`config.mk`:
```
export PLATFORM = sky130hd
export DESIGN_NAME = tag_sched
export DESIGN_NICKNAME = d
export VERILOG_FILES = /design/src/rtl/tag_sched.sv
export SDC_FILE = /design/constraint.sdc
export NUM_CORES = 1
export LEC_CHECK = 0
export CAP_MARGIN = 30
export CORE_MARGIN = 2
export CORE_UTILIZATION = 38
export DETAILED_ROUTE_END_ITERATION = 6
export DONT_BUFFER_PORTS = 1
export PLACE_DENSITY = 0.53
export SYNTH_ARGS = -nofsm -noshare
export SYNTH_HDL_FRONTEND = slang
export SYNTH_SLANG_ARGS = --single-unit
```
`constraint.sdc`:
```
create_clock -name clk -period 3.29 [get_ports clk]
set_input_delay 0.329 -clock clk [delete_from_list [all_inputs] [get_ports clk]]
set_output_delay 0.329 -clock clk [all_outputs]
set_load 0.005 [all_outputs]
```
`src/rtl/tag_sched.sv`:
```
// -----------------------------------------------------------------------------
// tag_sched
//
// Sequencer for a row of caster/PE columns that share one broadcast bus.
// A pass runs in three phases:
//   CONFIG : writes ID (base_id + col) into each caster, one column per cycle.
//   STREAM : accepts num_words words from the input stream and broadcasts
//            each one on the bus with the tag of the column it is meant for,
//            cycling through the columns round-robin.
//   DRAIN  : collects one result per column, in column order, and hands it
//            to the result stream.
// abort cancels a pass in any phase. rst is asynchronous and active-high.
//
// Ports
//   clk, rst                 clock, asynchronous active-high reset
//   start, abort             pass request (IDLE only) / synchronous cancel
//   base_id, num_words       pass parameters, latched on an accepted start
//   s_valid, s_data, s_ready input word stream
//   id_we, id_wdata          one-hot caster ID write strobe and ID value
//   bus_valid/bus_tag/bus_data  broadcast bus to the casters
//   res_valid, res_data      per-column result valid, OR-combined result data
//   m_valid, m_data, m_ready result stream
//   busy, done               not-IDLE flag, one-cycle completion pulse
// -----------------------------------------------------------------------------
module tag_sched #(
    parameter int DATA_WIDTH = 16,
    parameter int NUM_COL    = 4,
    parameter int ID_WIDTH   = 4
) (
    input  logic                  clk,
    input  logic                  rst,
    input  logic                  start,
    input  logic                  abort,
    input  logic [ID_WIDTH-1:0]   base_id,
    input  logic [15:0]           num_words,
    input  logic                  s_valid,
    input  logic [DATA_WIDTH-1:0] s_data,
    output logic                  s_ready,
    output logic [NUM_COL-1:0]    id_we,
    output logic [ID_WIDTH-1:0]   id_wdata,
    output logic                  bus_valid,
    output logic [ID_WIDTH-1:0]   bus_tag,
    output logic [DATA_WIDTH-1:0] bus_data,
    input  logic [NUM_COL-1:0]    res_valid,
    input  logic [DATA_WIDTH-1:0] res_data,
    output logic                  m_valid,
    output logic [DATA_WIDTH-1:0] m_data,
    input  logic                  m_ready,
    output logic                  busy,
    output logic                  done
);

    localparam int               COL_W    = $clog2(NUM_COL);
    localparam logic [COL_W-1:0] LAST_COL = COL_W'(NUM_COL - 1);

    typedef enum logic [1:0] {
        IDLE   = 2'd0,
        CONFIG = 2'd1,
        STREAM = 2'd2,
        DRAIN  = 2'd3
    } state_t;

    state_t                  state_reg;
    logic [COL_W-1:0]        col_reg;
    logic [15:0]             cnt_reg;
    logic [ID_WIDTH-1:0]     base_id_reg;
    logic [15:0]             num_words_reg;
    logic [NUM_COL-1:0]      id_we_reg;
    logic [ID_WIDTH-1:0]     id_wdata_reg;
    logic                    bus_valid_reg;
    logic [ID_WIDTH-1:0]     bus_tag_reg;
    logic [DATA_WIDTH-1:0]   bus_data_reg;
    logic                    m_valid_reg;
    logic [DATA_WIDTH-1:0]   m_data_reg;
    logic                    done_reg;

    // Column index after one step, wrapping at the last column.
    logic [COL_W-1:0]        col_next;
    // Tag of the current column and of the next column.
    logic [ID_WIDTH-1:0]     tag_cur;
    logic [ID_WIDTH-1:0]     tag_next;
    // One-hot decode of col_next, used as the next caster write strobe.
    logic [NUM_COL-1:0]      we_next;
    // res_valid masked down to the column currently being drained.
    logic [NUM_COL-1:0]      res_sel;
    logic                    res_hit;
    logic                    s_fire;
    logic                    m_fire;
    logic                    last_word;

    assign col_next  = (col_reg == LAST_COL) ? '0 : col_reg + COL_W'(1);
    assign tag_cur   = base_id_reg + ID_WIDTH'(col_reg);
    assign tag_next  = base_id_reg + ID_WIDTH'(col_next);

    genvar gi;
    generate
        for (gi = 0; gi < NUM_COL; gi++) begin : g_col
            assign we_next[gi] = (col_next == COL_W'(gi));
            assign res_sel[gi] = res_valid[gi] && (col_reg == COL_W'(gi));
        end
    endgenerate

    assign res_hit   = |res_sel;
    assign s_ready   = (state_reg == STREAM);
    assign s_fire    = s_valid && s_ready;
    assign m_fire    = m_valid_reg && m_ready;
    assign last_word = (cnt_reg == num_words_reg - 16'd1);

    always_ff @(posedge clk or posedge rst) begin
        if (rst) begin
            state_reg     <= IDLE;
            col_reg       <= '0;
            cnt_reg       <= '0;
            base_id_reg   <= '0;
            num_words_reg <= '0;
            id_we_reg     <= '0;
            id_wdata_reg  <= '0;
            bus_valid_reg <= 1'b0;
            bus_tag_reg   <= '0;
            bus_data_reg  <= '0;
            m_valid_reg   <= 1'b0;
            m_data_reg    <= '0;
            done_reg      <= 1'b0;
        end else if (abort) begin
            // Cancel takes priority over start and over any handshake; the
            // block returns to exactly its post-reset condition.
            state_reg     <= IDLE;
            col_reg       <= '0;
            cnt_reg       <= '0;
            base_id_reg   <= '0;
            num_words_reg <= '0;
            id_we_reg     <= '0;
            id_wdata_reg  <= '0;
            bus_valid_reg <= 1'b0;
            bus_tag_reg   <= '0;
            bus_data_reg  <= '0;
            m_valid_reg   <= 1'b0;
            m_data_reg    <= '0;
            done_reg      <= 1'b0;
        end else begin
            done_reg <= 1'b0;
            case (state_reg)
                IDLE: begin
                    bus_valid_reg <= 1'b0;
                    if (start) begin
                        if (num_words != 16'd0) begin
                            state_reg     <= CONFIG;
                            col_reg       <= '0;
                            cnt_reg       <= '0;
                            base_id_reg   <= base_id;
                            num_words_reg <= num_words;
                            // Column 0 is written during the first CONFIG cycle.
                            id_we_reg     <= NUM_COL'(1);
                            id_wdata_reg  <= base_id;
                        end else begin
                            // Empty pass: report completion without running.
                            done_reg <= 1'b1;
                        end
                    end
                end

                CONFIG: begin
                    bus_valid_reg <= 1'b0;
                    if (col_reg == LAST_COL) begin
                        state_reg    <= STREAM;
                        col_reg      <= '0;
                        id_we_reg    <= '0;
                        id_wdata_reg <= '0;
                    end else begin
                        col_reg      <= col_next;
                        id_we_reg    <= we_next;
                        id_wdata_reg <= tag_next;
                    end
                end

                STREAM: begin
                    // bus_data/bus_tag hold their last broadcast when idle.
                    bus_valid_reg <= s_fire;
                    if (s_fire) begin
                        bus_data_reg <= s_data;
                        bus_tag_reg  <= tag_cur;
                        cnt_reg      <= cnt_reg + 16'd1;
                        if (last_word) begin
                            state_reg <= DRAIN;
                            col_reg   <= '0;
                        end else begin
                            col_reg   <= col_next;
                        end
                    end
                end

                DRAIN: begin
                    bus_valid_reg <= 1'b0;
                    if (m_fire) begin
                        m_valid_reg <= 1'b0;
                        if (col_reg == LAST_COL) begin
                            state_reg <= IDLE;
                            col_reg   <= '0;
                            done_reg  <= 1'b1;
                        end else begin
                            col_reg     <= col_next;
                            // Tag follows the column on the same edge it moves.
                            bus_tag_reg <= tag_next;
                        end
                    end else begin
                        // The first DRAIN cycle still shows the last streamed
                        // word's tag; from here on the tag tracks col.
                        bus_tag_reg <= tag_cur;
                        if (!m_valid_reg && res_hit) begin
                            m_valid_reg <= 1'b1;
                            m_data_reg  <= res_data;
                        end
                    end
                end

                default: begin
                    state_reg <= IDLE;
                end
            endcase
        end
    end

    assign id_we     = id_we_reg;
    assign id_wdata  = id_wdata_reg;
    assign bus_valid = bus_valid_reg;
    assign bus_tag   = bus_tag_reg;
    assign bus_data  = bus_data_reg;
    assign m_valid   = m_valid_reg;
    assign m_data    = m_data_reg;
    assign busy      = (state_reg != IDLE);
    assign done      = done_reg;

endmodule

```
; Yosys cells after proc, flatten, opt, wreduce, memory -nomap -nowiden
; Index checks and enable logic that the tools add are counted.
[totals]
ff_bits = 87
inputBits = 62
output_inout_bits = 49
elab_cells = 135
[classes]
addsub = 5
eq_ne = 19
n_mux = 63
n_reduce_logical = 35
[op_table]
columns = operator, count
row1 = 16-bit 2-to-1 mux, 15
row2 = 4-bit 2-to-1 mux, 14
row3 = 2-bit 2-to-1 mux, 16
row4 = 16-bit case mux with 2 select lines, 1
row5 = 4-bit case mux with 2 select lines, 3
row6 = 16-bit by 1-bit adder with 16-bit output (second input constant), 1
row7 = 16-bit equality test, 1
row8 = 2-bit case mux with 4 select lines, 2
row9 = 16-bit nonzero test, 1
row10 = 2-bit nonzero test, 8
row11 = 16-bit by 1-bit subtractor with 16-bit output (second input constant), 1
row12 = 3-bit != test (second input constant), 5
row13 = 2-bit equality test (second input constant), 6
row14 = 3-bit AND reduction, 4
row15 = 3-bit nonzero test, 4
row16 = 1-bit 2-to-1 mux, 10
row17 = 4-bit by 2-bit adder with 4-bit output, 2
row18 = 4-bit AND reduction, 2
row19 = 1-bit logical AND, 7
row20 = 7-bit AND reduction, 1
row21 = 2-bit by 1-bit equality test with 1-bit output (second input constant), 3
row22 = 2-bit logical NOT, 3
row23 = 3-bit by 2-bit != test with 1-bit output (second input constant), 2
row24 = 4-bit != test (second input constant), 1
row25 = other kinds (7), 9

; Depth between registers and ports, before layout
[logic_depth]
word_depth = 8
depth_mapped = 10
depth_no_buf = 9

; Worst setup path before layout
; OpenSTA, ideal clock, no wires.
[synth_timing]
path_type = register to register
start = register num_words_reg[0]
end = register state_reg[0]
setup_ns = 0.128
t_arrival_ns = 2.652
required_time_ns = 3.162
slack_ns = 0.511
stages_incl_launch_ff = 10
path_buffers = 0
synth_period_minus_slack_ns = 2.779
cell_sequence = dfrtp_1 > inv_1 > ha_1 > nand2b_1 > or4_2 > a221o_1 > nor4_1 > nand4_2 > a211oi_2 > mux2_1
[synth_via]
elab_chain_len = 4
[synth_lines]
columns = element, line
row1 = start: declaration, 67  ; logic [15:0] num_words_reg;
row2 = start signal: assignment, 151  ; num_words_reg <= num_words;
row3 = 16-bit by 1-bit subtractor with 16-bit output, 107  ; assign last_word = (cnt_reg == num_words_reg - 16'd1);
row4 = 16-bit equality test, 107
row5 = 3-bit by 2-bit != test with 1-bit output (no line), --
row6 = 7-bit AND reduction (no line), --
row7 = end signal: assignment, 111  ; state_reg <= IDLE;
row8 = end signal: assignment, 127  ; state_reg <= IDLE;
row9 = end signal: assignment, 147  ; state_reg <= CONFIG;
row10 = end: declaration, 63  ; state_t state_reg;
; Every way passes these cells.
; A chain may end at the register's enable or synchronous reset.

; Final worst setup path
; Ends and elaborated chain as after synthesis.

==> flow_summary.json <==
{
  "mostFrequentLayoutCell": "dfrtp_1",
  "p_leak_nw": 2.26,
  "hold_viol": 16,
  "synth_compound_gate_area_share_pct": 15.4,
  "fin_worst_skew_ps": 6.61,
  "powerDensity_nw_per_um2": 664,
  "grt_pass1_vias": 3533,
  "synth_top_family_by_area": "simple AND/OR/NAND/NOR gates",
  "gp_congestion": 0.859,
  "syn_nets": 579,
  "muxShareOfSynthArea_pct": 5.28,
  "start_kind": "register",
  "hold_path.class": "in2async",
  "violations": "hold timing",
  "cts-resized-gates": 0,
  "multi_input_area_um2": 2410,
  "clkSlewWorstSetupHoldPaths_ps": 60,
  "drtAntennaViolNets": 0,
  "synth-simple-area-share_pct": 20.2,
  "reg2reg_depth": 9,
  "fmax_mhz": 329,
  "num_vias": 3509,
  "synth_edf_count": 0,
  "critPathCaptureType": "register",
  "vdd.ir_drop.worst_v": 0.000286,
  "clockBufferDepth": 2,
  "cts_tree": "built",
  "drv_slew": 0,
  "cts_buffers": 9,
  "worst_skew_pair.late_latency_ps": 330,
  "worst_slew_pin_slew_ps": 938,
  "cp_max_fo": 7,
  "drive_gt1_share_pct": 7.10,
  "grt_pass1_wl_um": 18500,
  "nNetsFinal": 569,
  "cp.arrival_ps": 3250,
  "fillers": 1214,
  "ctsRootBufferMaster": "clkbuf_16",
  "die-area_um2": 13400,
  "p_clk_share_pct": 34.8,
  "grtUsageTotal_pct": 17.7,
  "wl_per_cell_um": 17.3,
  "cts-hold-fix-buffers": 0,
  "max_slew_margin_pct": 36.9,
  "synthArstFlopShare_pct": 100,
  "diodes": 0,
  "grt_antenna_before_repair": 0,
  "synthesis.area_um2": 4760,
  "cts_setup_buffers": 0,
  "maxCapViolations": 0,
  "synthCells": 499,
  "rsz0062_at_grt": "false",
  "seq_power_share_pct": 39.6,
  "htreeDepth": 3,
  "globalRouteOverflowTotal": 0,
  "portBuffers": 0,
  "ys_seq_elements": 87,
  "switching_share_pct": 31.7,
  "post-dp-hpwl_um": 8530,
  "seqCellArea_um2": 2180,
  "grt_start_max_net_pins": 60,
  "synth_area_leaders": "dfrtp_1 46%, mux2i_1 5.0%, nor2_1 4.5%, ha_1 4.2%, o21ai_0 4.2%",
  "fp.dieW_um": 116,
  "synthAdderAreaFrac_pct": 5.05,
  "holdWs_ps": -8.86,
  "synth-main-ff-cell": "dfrtp_1",
  "min_period_over_period_pct": 92.5,
  "power_mw": 3.50,
  "fin_tns_setup_ps": 0,
  "critical_path_class": "reg2reg",
  "yosys_warnings": 0,
  "outcome": "finished, violations left",
  "synth_area_leader_cell": "dfrtp_1",
  "synth_top_area_share_pct": 45.7,
  "synth_xor_area_share_pct": 4.60,
  "syn_avg_cell_area_um2": 9.54,
  "viasPerCell": 5.31,
  "dr.first_iter.drc_count": 130,
  "syn2layout_area_growth_pct": 10.8,
  "synth_cell_type_count": 55,
  "die_y_um": 116,
  "switchingPower_mw": 1.11,
  "r2r_setup_slack_ps": 250,
  "fin_crit_ps": 3040,
  "setup_viol": 0,
  "p_int_mw": 2.39,
  "core_um2": 12100,
  "reg2reg_to": "state_reg[0]",
  "drc": 0,
  "layout_common_cells": "87 x dfrtp_1, 57 x nor2_1, 41 x nand2_1",
  "cp_data_required_time_ps": 3500,
  "start_util_pct": 39.3,
  "drt_wl_total_um": 11400,
  "cts.sinks": 87,
  "ios": 111,
  "p_comb_share_pct": 25.6,
  "ys_seq_area_share_pct": 45.7,
  "rows": 40,
  "rr_startpoint": "num_words_reg[0]",
  "first_pass_iters": 4
}
## cells by family (layout without fill, tap and decap cells)
group	count (synthesis)	after routing
AO/OA/AOI/OAI	106	106
XOR/XNOR	25	25
adder cells (fa/ha/maj)	18	18
buffers and inverters	44	38
flip-flops	87	87
multiplexers	25	25
AND/OR/NAND/NOR	194	194
## worst max path at each step
stage / from / cells after the start / slack, ps / endpoint
2_1_floorplan: num_words_reg[0] / 9 / 510 / state_reg[0]
3_3_place_gp: num_words_reg[0] / 9 / 330 / state_reg[0]
3_5_place_dp: num_words_reg[0] / 9 / 260 / state_reg[0]
4_1_cts: num_words_reg[0] / 9 / 240 / state_reg[0]
5_1_grt: num_words_reg[0] / 9 / 30 / state_reg[0]
6_report: num_words_reg[0] / 9 / 250 / state_reg[0]
## through the flow
stage / area, um2 / setup slack (ps) / util (%) / cells
global route: 5270 / 30.2 / 43.5 / 661
global placement: 4910 / 327 / 40.6 / 646
CTS: 5270 / 244 / 43.5 / 661
detailed placement: 4910 / 257 / 40.6 / 646
floorplan: 4760 / 511 / - / 499
finish: 5270 / 248 / 43.5 / 661
## area by class of cell
class                           instances  area share, %
Inverter                               16           1.16
Clock buffer                            9           4.27
Timing Repair Buffer                    7          0.996
Tap cell                              168           3.99
Clock inverter                          6           2.54
Multi-Input combinational cell        368           45.8
Sequential cell                        87           41.3
## worst max-delay path, stage by stage, from the launching register on
cell,delay (ps)
dfrtp_1,440
inv_1,90
ha_1,240
nand2b_1,130
or4_2,570
a221o_1,340
nor4_1,230
nand4_2,190
a211oi_2,340
mux2_1,350
## per-layer routing
layer,global-route usage [%],vias to the layer above,share of wire (%)
li1,-,1727,-
met1,22.5,1703,44
met2,29.1,61,50
met3,4.24,18,4.2
met4,6.98,0,2.4
met5,0,-,0
## cells in the mapped netlist (all sizes together) (2+ instances only)
| cell type | instances |
|---|---|
| a221oi | 2 |
| nor3b | 2 |
| a31o | 3 |
| a211oi | 3 |
| and3 | 7 |
| a2111oi | 2 |
| or4 | 4 |
| nand2b | 27 |
| buf | 5 |
| fa | 2 |
| xnor2 | 15 |
| clkbuf | 23 |
| nand2 | 41 |
| xor2 | 10 |
| or3 | 6 |
| nand3 | 12 |
| a21oi | 16 |
| inv | 16 |
| o21ai | 40 |
| a22oi | 2 |
| nor4 | 10 |
| a22o | 17 |
| nor3 | 9 |
| o211ai | 2 |
| ha | 16 |
| nor2b | 8 |
| a21o | 2 |
| a221o | 5 |
| and2 | 2 |
| nand4 | 5 |
| o31ai | 4 |
| nor2 | 57 |
| mux2i | 24 |
| dfrtp | 87 |
## power by group through the flow
stage / Sequential, mW / Clock (mW) / Combinational [mW]
2_1_floorplan: 1.34 / 0 / 0.737
3_3_place_gp: 1.40 / 0 / 0.883
3_5_place_dp: 1.41 / 0 / 0.898
4_1_cts: 1.39 / 1.24 / 0.902
5_1_grt: 1.41 / 1.29 / 1.01
6_report: 1.39 / 1.22 / 0.895
Note: power is estimated with default switching activity, not from simulation.
